==> src/rtl/store_monitor.sv <==
// store_monitor: watches CPU stores, declares pass on a programmed
// address/data match or fail on a RUN-cycle watchdog, and logs
// mismatching stores in a small FIFO that the host drains.
module store_monitor #(
    parameter logic [31:0] EXP_ADR   = 32'h0000_0012,
    parameter logic [31:0] EXP_DATA  = 32'h0000_00ff,
    parameter int          TIMEOUT   = 100,
    parameter int          LOG_DEPTH = 4
) (
    input  logic        clk,
    input  logic        reset,
    input  logic        memwrite,
    input  logic [31:0] dataadr,
    input  logic [31:0] writedata,
    input  logic        start,
    output logic        done,
    output logic        pass,
    output logic        fail,
    output logic [31:0] cycles,
    output logic [7:0]  store_count,
    output logic        log_valid,
    output logic [31:0] log_adr,
    output logic [31:0] log_data,
    input  logic        log_pop,
    output logic        log_overflow
);

    localparam int          PW         = (LOG_DEPTH > 1) ? $clog2(LOG_DEPTH) : 1;
    localparam int          CW         = PW + 1;
    localparam logic [31:0] TIMEOUT_M1 = 32'(TIMEOUT - 1);
    localparam logic [CW-1:0] DEPTH_C  = CW'(LOG_DEPTH);

    typedef enum logic [1:0] {
        ST_IDLE = 2'd0,
        ST_RUN  = 2'd1,
        ST_PASS = 2'd2,
        ST_FAIL = 2'd3
    } state_t;

    // Exact 32-bit equality on both fields of a store.
    function automatic logic is_match(input logic [31:0] adr, input logic [31:0] data);
        return (adr == EXP_ADR) && (data == EXP_DATA);
    endfunction

    state_t          state_r, state_s;
    logic [31:0]     cycles_r;
    logic [7:0]      store_count_r;
    logic            done_r, pass_r, fail_r;
    logic            overflow_r;
    logic            log_valid_r;
    logic [31:0]     log_adr_r, log_data_r;
    logic [63:0]     mem_r [LOG_DEPTH];
    logic [PW-1:0]   rd_r, wr_r, rd_s, wr_s;
    logic [CW-1:0]   count_r, count_s;
    logic [63:0]     head_s;
    logic            run_s, store_s, match_s, push_req_s, push_s, pop_s, full_s, drop_s;

    // Qualify stores and FIFO handshakes for this cycle.
    always_comb begin
        run_s      = (state_r == ST_RUN);
        match_s    = is_match(dataadr, writedata);
        store_s    = run_s && memwrite && !start;
        push_req_s = store_s && !match_s;
        pop_s      = log_pop && (count_r != '0);
        full_s     = (count_r == DEPTH_C);
        // A pop in the same cycle frees the slot the push needs.
        push_s     = push_req_s && (!full_s || pop_s);
        drop_s     = push_req_s && full_s && !pop_s;
    end

    // Next-state logic; a match beats the watchdog on the same edge.
    always_comb begin
        state_s = state_r;
        if (start) begin
            state_s = ST_RUN;
        end else begin
            case (state_r)
                ST_RUN: begin
                    if (store_s && match_s) begin
                        state_s = ST_PASS;
                    end else if (cycles_r == TIMEOUT_M1) begin
                        state_s = ST_FAIL;
                    end else begin
                        state_s = ST_RUN;
                    end
                end
                ST_IDLE: state_s = ST_IDLE;
                ST_PASS: state_s = ST_PASS;
                ST_FAIL: state_s = ST_FAIL;
                default: state_s = ST_IDLE;
            endcase
        end
    end

    // FIFO pointer/count update and the head entry as it will look after this edge.
    always_comb begin
        if (start) begin
            rd_s    = '0;
            wr_s    = '0;
            count_s = '0;
        end else begin
            rd_s    = rd_r + PW'(pop_s);
            wr_s    = wr_r + PW'(push_s);
            count_s = count_r + CW'(push_s) - CW'(pop_s);
        end
        // The entry being written becomes head when the FIFO would otherwise be empty.
        if (push_s && (wr_r == rd_s)) begin
            head_s = {dataadr, writedata};
        end else begin
            head_s = mem_r[rd_s];
        end
    end

    // Control state, counters and all registered outputs.
    always_ff @(posedge clk or posedge reset) begin
        if (reset) begin
            state_r       <= ST_IDLE;
            cycles_r      <= 32'd0;
            store_count_r <= 8'd0;
            done_r        <= 1'b0;
            pass_r        <= 1'b0;
            fail_r        <= 1'b0;
            overflow_r    <= 1'b0;
            rd_r          <= '0;
            wr_r          <= '0;
            count_r       <= '0;
            log_valid_r   <= 1'b0;
            log_adr_r     <= 32'd0;
            log_data_r    <= 32'd0;
        end else begin
            state_r     <= state_s;
            pass_r      <= (state_s == ST_PASS);
            fail_r      <= (state_s == ST_FAIL);
            done_r      <= (state_s == ST_PASS) || (state_s == ST_FAIL);
            rd_r        <= rd_s;
            wr_r        <= wr_s;
            count_r     <= count_s;
            log_valid_r <= (count_s != '0);
            log_adr_r   <= head_s[63:32];
            log_data_r  <= head_s[31:0];
            if (start) begin
                cycles_r      <= 32'd0;
                store_count_r <= 8'd0;
                overflow_r    <= 1'b0;
            end else begin
                if (run_s) begin
                    cycles_r <= cycles_r + 32'd1;
                end
                if (store_s && (store_count_r != 8'hff)) begin
                    store_count_r <= store_count_r + 8'd1;
                end
                if (drop_s) begin
                    overflow_r <= 1'b1;
                end
            end
        end
    end

    // Mismatch log storage.
    always_ff @(posedge clk or posedge reset) begin
        if (reset) begin
            for (int i = 0; i < LOG_DEPTH; i++) begin
                mem_r[i] <= 64'd0;
            end
        end else if (push_s) begin
            mem_r[wr_r] <= {dataadr, writedata};
        end
    end

    assign done         = done_r;
    assign pass         = pass_r;
    assign fail         = fail_r;
    assign cycles       = cycles_r;
    assign store_count  = store_count_r;
    assign log_valid    = log_valid_r;
    assign log_adr      = log_adr_r;
    assign log_data     = log_data_r;
    assign log_overflow = overflow_r;

endmodule
==> config.mk <==
export PLATFORM = sky130hd
export DESIGN_NAME = store_monitor
export DESIGN_NICKNAME = d
export VERILOG_FILES = /design/src/rtl/store_monitor.sv
export SDC_FILE = /design/constraint.sdc
export NUM_CORES = 1
export LEC_CHECK = 0
export CAP_MARGIN = 10
export CORE_ASPECT_RATIO = 0.6
export CORE_MARGIN = 4
export CORE_UTILIZATION = 32
export CTS_BUF_LIST = sky130_fd_sc_hd__clkbuf_4
export DETAILED_ROUTE_END_ITERATION = 7
export HOLD_SLACK_MARGIN = 0.06
export PLACE_DENSITY = 0.54
export SYNTH_ARGS = -nofsm -noshare
export SYNTH_HDL_FRONTEND = slang
export SYNTH_SLANG_ARGS = --single-unit
==> constraint.sdc <==
create_clock -name clk -period 33.1 [get_ports clk]
set_clock_uncertainty 0.1 [all_clocks]
set_input_delay 3.31 -clock clk [delete_from_list [all_inputs] [get_ports clk]]
set_output_delay 3.31 -clock clk [all_outputs]
set_load 0.01 [all_outputs]
==> key figures <==
STA
  – Total negative slack: 0 ns
  – Final Hold Vio Count: 0
  – Part of the cycle the worst path needs: 19.9%
  – Actual slew at the worst max-slew pin: 1.01 ns
  – Min Tclk post-route: 6.59 ns
  – WHS: between 0.3 and 0.4 ns
  – Relative slew margins: 32.7%
  – Slew Limit Fails: 0
  – Final setup fails: 0
  – RSZ-0062 raised after global routing: no
  – F_max: 152 MHz

Place
  – # placed instances: ~1900
  – Number of buffers added on ports: 177
  – Placer Congestion: slightly below 0.8
  – Dpl hpwl: 25.3 mm

Clock network
  – Clk sink count: 374
  – TritonCTS Buffers: 96
  – Clock Path Buffers: 3
  – Insertion delay to the later sink of the worst-skew pair: about 0.77 ns
  – PostCTS Resize Cnt: 0
  – Total setup buffers inserted after CTS: 0
  – TritonCTS clock tree: built
  – Htree depth: 3
  – Clock Pin Slew Worst Setup and Hold Paths: 0.06 ns
  – # hold bufs at CTS: 0
  – Clock root cell: clkbuf_4

Logic synthesis
  – Synth Cell Area: 0.0163 mm2
  – #FFs+latches synth: between 300 and 400
  – Unique masters post-synth: 42
  – Synth Instances: 1053
  – Synthesized Nets: 1129
  – Sequential fraction of the synthesis area: a little under three fifths
  – Mean Syn Cell Area: 15.5 um2
  – Synthesis Warnings: 0

Global routing
  – First-pass GRT wire length: 65.1 mm
  – Antenna violations before repair: 5
  – Pin count of the biggest net entering global routing: 122
  – Vias in the first global route: 10700
  – GRT Util Overall: 15.2%
  – Total gr overflow: 0

Floorplanning
  – I/O pin count: 178
  – Initial Util: 32.7%
  – Row count: 63
  – Core area: ~0.05 mm2
  – Die H: 183 um
  – DIE WIDTH: 300 um
  – Die Footprint: 0.0548 mm2

Routing
  – Initial DRC Count: 439
  – Routed Antenna Nets: 0
  – TritonRoute pass-1 iters: 5
  – Final WL: 40.9 mm
  – WL/cell: 20.2 um
  – Vias: 9885
  – # DRC: 0
  – Vias per inst: about 4.9

Power
  – Pwr/cell area: 74.6 mW/mm2
  – Peak supply drop: approximately 0.000028 V
  – Leak Pwr: 0.00848 uW
  – Total power: ~1500 uW

Setup path
  – Setup crit end kind: flip-flop
  – CP required: between 30 and 40 ns
  – CP Class: primary input to flip-flop
  – Slowest stage delay, CP: 0.69 ns
  – Crit start category: primary input
  – CP Max Fanout: 8
  – CP arrival: 7.10 ns
  – CP max-delay cell: nor4_4
  – CP Cell Sequence: clkdlybuf4s50_1 > nor4_1 > nand4_1 > nor4_4 > nand2b_1 > ha_1 > inv_1 > ha_1 > inv_1 > fa_1 > xnor2_1 > nor2_1 > or3_1
  – R2r setup slk: 29.38 ns

Finish
  – Final cell count without fillers: 2029
  – Fillers: 4700
  – Nets: 1365
  – Layout area overhead: 22.0%
  – Ratio of cells with drive above 1 in the final layout: 41.1%

Outcome
  – Status: finished clean

Job
  – Maxcap violations: 0

Worst hold path
  – Type of the most critical hold path: flip-flop to flip-flop
==> layout make-up <==
cell class                 count  area, um2  area share [%]
sequential                   374       9360            47.0
antenna                        3       7.51          0.0377
clock buffer                 138       1040            5.20
timing repair buffer         196       1910            9.59
clock inverter                15        116           0.585
inverter                       7       33.8           0.170
tap                          682        853            4.29
multi-input combinational    614       6590            33.1
==> sequential cells by signal, summed over array words and instances, names as in the netlist, 2 cells and up <==
register,flops
cycles,32
log_data,32
count_r,3
store_count,8
rd_r,2
mem_r,256
wr_r,2
state_r,2
log_adr,32
==> report_power, final <==
| part | internal (uW) | total [uW] | switching (uW) |
|---|---|---|---|
| clock | 204 | 389 | 185 |
| sequential | 594 | 657 | 63.2 |
| combinational | 275 | 438 | 163 |
==> cell usage after synthesis (all sizes together) <==
library cell,n,share of area [%]
nand3,11,0.34
dfrtp,374,57
or3,7,0.27
nor4b,7,0.38
and4b,2,0.12
nand2b,4,0.15
or2,1,0.038
a211oi,2,0.092
nor2b,4,0.15
inv,7,0.16
nor2,44,1.0
and2,2,0.077
and3,3,0.12
nor4bb,1,0.061
nor4,23,1.2
mux2,321,22
mux4,64,8.8
clkbuf,21,0.48
nand4bb,2,0.14
mux2i,1,0.061
o21ai,9,0.28
o31a,1,0.054
o22ai,1,0.038
xor2,19,1.0
nand4,17,0.65
xnor2,17,0.91
ha,6,0.46
a21oi,7,0.21
nor3,8,0.25
and4,9,0.48
and3b,1,0.054
a41oi,1,0.054
fa,1,0.12
a21o,1,0.046
buf,37,1.8
nand2,17,0.39
==> metal layers <==
metal / share of wire [%] / global-route usage (%)
met4: 2.0 / 5.04
met5: 0.022 / 0
met1: 49 / 22.5
met2: 44 / 21.9
met3: 4.8 / 3.77
==> per-stage QoR <==
stage	worst slack, ns	utilization (%)	instance area [um2]
final	26.51	39.9	19900
after global routing	26.34	39.9	19900
after CTS	26.52	39.9	19900
after detailed placement	25.66	37.6	18700
after global placement	25.64	37.6	18700
after floorplan	19.30	-	16300
==> cell families after synthesis <==
group                      Yosys count  synth area share, %
DFF                                374                 57.3
AOI/OAI and AO/OA                   22                0.774
adders and majority gates            7                0.583
xor gates and xnor gates            36                 1.93
and+or+nand+nor                    163                 5.85
buffers and inverters               65                 2.48
muxes                              386                 31.0
==> final timing paths <==
| path | startpoint | endpoint | cells past startpoint |
|---|---|---|---|
| setup / recovery | writedata[31] | log_valid | 13 |
| hold / removal | mem_r[214] | mem_r[214] | 1 |
| setup reg to reg | count_r[0] | log_data[11] | 7 |
| hold reg to reg | mem_r[214] | mem_r[214] | 1 |
| max in group asynchronous | reset | mem_r[4] | 4 |
| min in group asynchronous | reset | log_data[15] | 2 |
==> layout by cell type, fill, tap and decap left out, types with 10 or more instances in the layout <==
master	netlist	final
nand3_1	11	11
clkbuf_4	0	138
nor2_1	43	42
mux2_2	317	317
xor2_1	19	19
mux4_2	64	64
nand2_1	17	17
nand4_1	17	17
xnor2_1	17	17
dfrtp_1	374	374
clkinv_1	0	10
buf_4	2	19
nor4_1	20	20
clkdlybuf4s50_1	0	176
==> critical path: cells and delay by family <==
family | cells | cell delay [ns]
simple gates | 6 | 2.26
buf+inv | 3 | 0.63
xor+xnor | 1 | 0.16
fa+ha+maj | 3 | 0.73
Note: power is estimated with default switching activity, not from simulation.
==> variant, RTL diff (config.mk and constraints unchanged) <==
Compare `cycles_r` against `TIMEOUT_M1` with >= in place of ==.
--- a/src/rtl/store_monitor.sv
+++ b/src/rtl/store_monitor.sv
@@ -80,3 +80,3 @@
                         state_s = ST_PASS;
-                    end else if (cycles_r == TIMEOUT_M1) begin
+                    end else if (cycles_r >= TIMEOUT_M1) begin
                         state_s = ST_FAIL;
Function: same outputs for any inputs over 4 cycles, from zero or initial values and one cycle with reset high; that may be too few to reach the edited logic, so the function may still have changed.
==> variant against the original RTL <==
Total power is 3.1% higher; sequential cell count did not move; routed wire length rose by 10%; synthesized area is 2.8% higher; worst setup slack worse by 720 ps; sequential power hardly changed; maximum frequency shrank 9.8%; via count grew 15%; worst hold slack lost 6.0 ps; design area up 1.8%.
==> variant: results (changes against the original RTL) <==
| Metric | Value |
|---|---|
| Status | completed (unchanged) |
| Ys flop type | dfrtp_1 (unchanged) |
| Fill count | 4,991 (was 4,700) |
| Placer Congestion | 0.784 (was 0.771) |
| CTS Buf Count | 95 (was 96) |
| Synthesized cell area | 16,800 um2 (was 16,300 um2) |
| First-pass GRT wire length | 71.0 mm (was 65.1 mm) |
| Root Buffer Master | clkbuf_4 (unchanged) |
| Largest cells by area after synthesis | dfrtp_1, mux2_2, nand2_1, a211oi_1, a31oi_1 (was dfrtp_1, mux2_2, mux4_2, buf_6, xor2_1) |
| Maximum VDD drop | 0.0379 mV (was 0.0283 mV) |
| Routed via count | 11.4k (was 9,885) |
| Vias in the first global route | 11.8k (was 10.7k) |
| Setup WS pre-CTS | 25,180 ps (was 25,660 ps) |
| Antenna violations before repair | 3 (was 5) |
| Tightest Hold Check Type | flop to flop (unchanged) |
| Register with the most flip-flops | mem_r (unchanged) |
| Final hold slack | 378 ps (was 384 ps) |
| Hold Path Depth | 1 (unchanged) |
| Average size of a mapped cell | 12.5 um2 (was 15.5 um2) |
| Worst Path Arrival | 7820 ps (was 7100 ps) |
| LEAKAGE | 8.57 nW (was 8.48 nW) |
| Critical path's largest stage delay | 1060 ps (was 690 ps) |
| Slew @ Worst Pin | 1230 ps (was 1010 ps) |
| Worst-Skew Late Latency | 740 ps (was 770 ps) |
| Syn Nets | 1,415 (was 1,129) |
| DP Cell Count | 2,143 (was 1,873) |
| Synth top cells by count | dfrtp_1, mux2_2, nand2_1 (was dfrtp_1, mux2_2, mux4_2) |
| Wire per inst | 19.5 um (was 20.2 um) |
| Final WL | 45.0 mm (was 40.9 mm) |
| Share of cells above drive strength 1 | 30.8% (was 41.1%) |
| Max reg flops | 256 (unchanged) |
| R2R setup slack | 28,700 ps (was 29,380 ps) |
| Distinct cells, synth | 49 (was 42) |
| Sequential-to-total area share from yosys stat | 55.8% (was 57.3%) |
| Detailed Place HPWL | 26.7 mm (was 25.3 mm) |
| R2R Path Start | count_r[1] (was count_r[0]) |
| Largest net degree at the start of global routing | 135 (was 122) |
| Cell Area, Placed | 19,100 um2 (was 18,700 um2) |
| Crit path max-delay cell type | nor4_1 (was nor4_4) |
| First DRT Iteration DRCs | 703 (was 439) |
| RR Endpoint | log_data[2] (was log_data[11]) |
| Net count, final | 1,623 (was 1,365) |
| Total GRT Usage | 16.0% (was 15.2%) |
==> variant: cell families after synthesis <==
kind of cell             Yosys count  synth area share, %
adder cells (fa/ha/maj)            7                0.567
flip-flops                       374                 55.8
AO/OA/AOI/OAI                    154                 6.17
AND/OR/NAND/NOR                  357                 10.9
buffers and inverters             91                 3.26
XOR/XNOR                          34                 1.77
multiplexers                     322                 21.6
==> variant: worst max-delay path by stage <==
stage	startpoint	end	slack (ps)
finish	dataadr[16]	log_valid	25790
global route	dataadr[16]	log_valid	25780
CTS	dataadr[16]	log_valid	26040
detailed placement	dataadr[16]	log_valid	25180
global placement	dataadr[15]	log_valid	25080
floorplan	reset	count_r[0]	19300
==> variant: per-layer routing <==
metal | GRT usage, % | wire length, um | up-vias
met1 | 23.3 | 22700 | 5885
met5 | 0 | 0 | -
met3 | 3.59 | 1800 | 61
met4 | 4.65 | 661 | 0
li1 | - | - | 5253
met2 | 23.8 | 19800 | 215
==> variant: area by class of cell <==
cell class / count / share of cell area, %
repair buffers: 195 / 9.41
well taps: 693 / 4.28
flip-flops and latches: 374 / 46.2
clock inverters: 17 / 0.463
clock buffers: 143 / 5.30
multi-input cells: 874 / 34.1
inverters: 7 / 0.179
diodes: 3 / 0.0371
==> variant: power by group <==
group | internal, mW | switching, mW
Clock | 0.203 | 0.189
Sequential | 0.594 | 0.0607
Combinational | 0.261 | 0.223
==> variant: critical path, delay by kind of cell <==
family        cells  cell delay (ps)
buf+inv           3              630
xor+xnor          1              190
fa+ha+maj         3              740
simple gates      6             2930
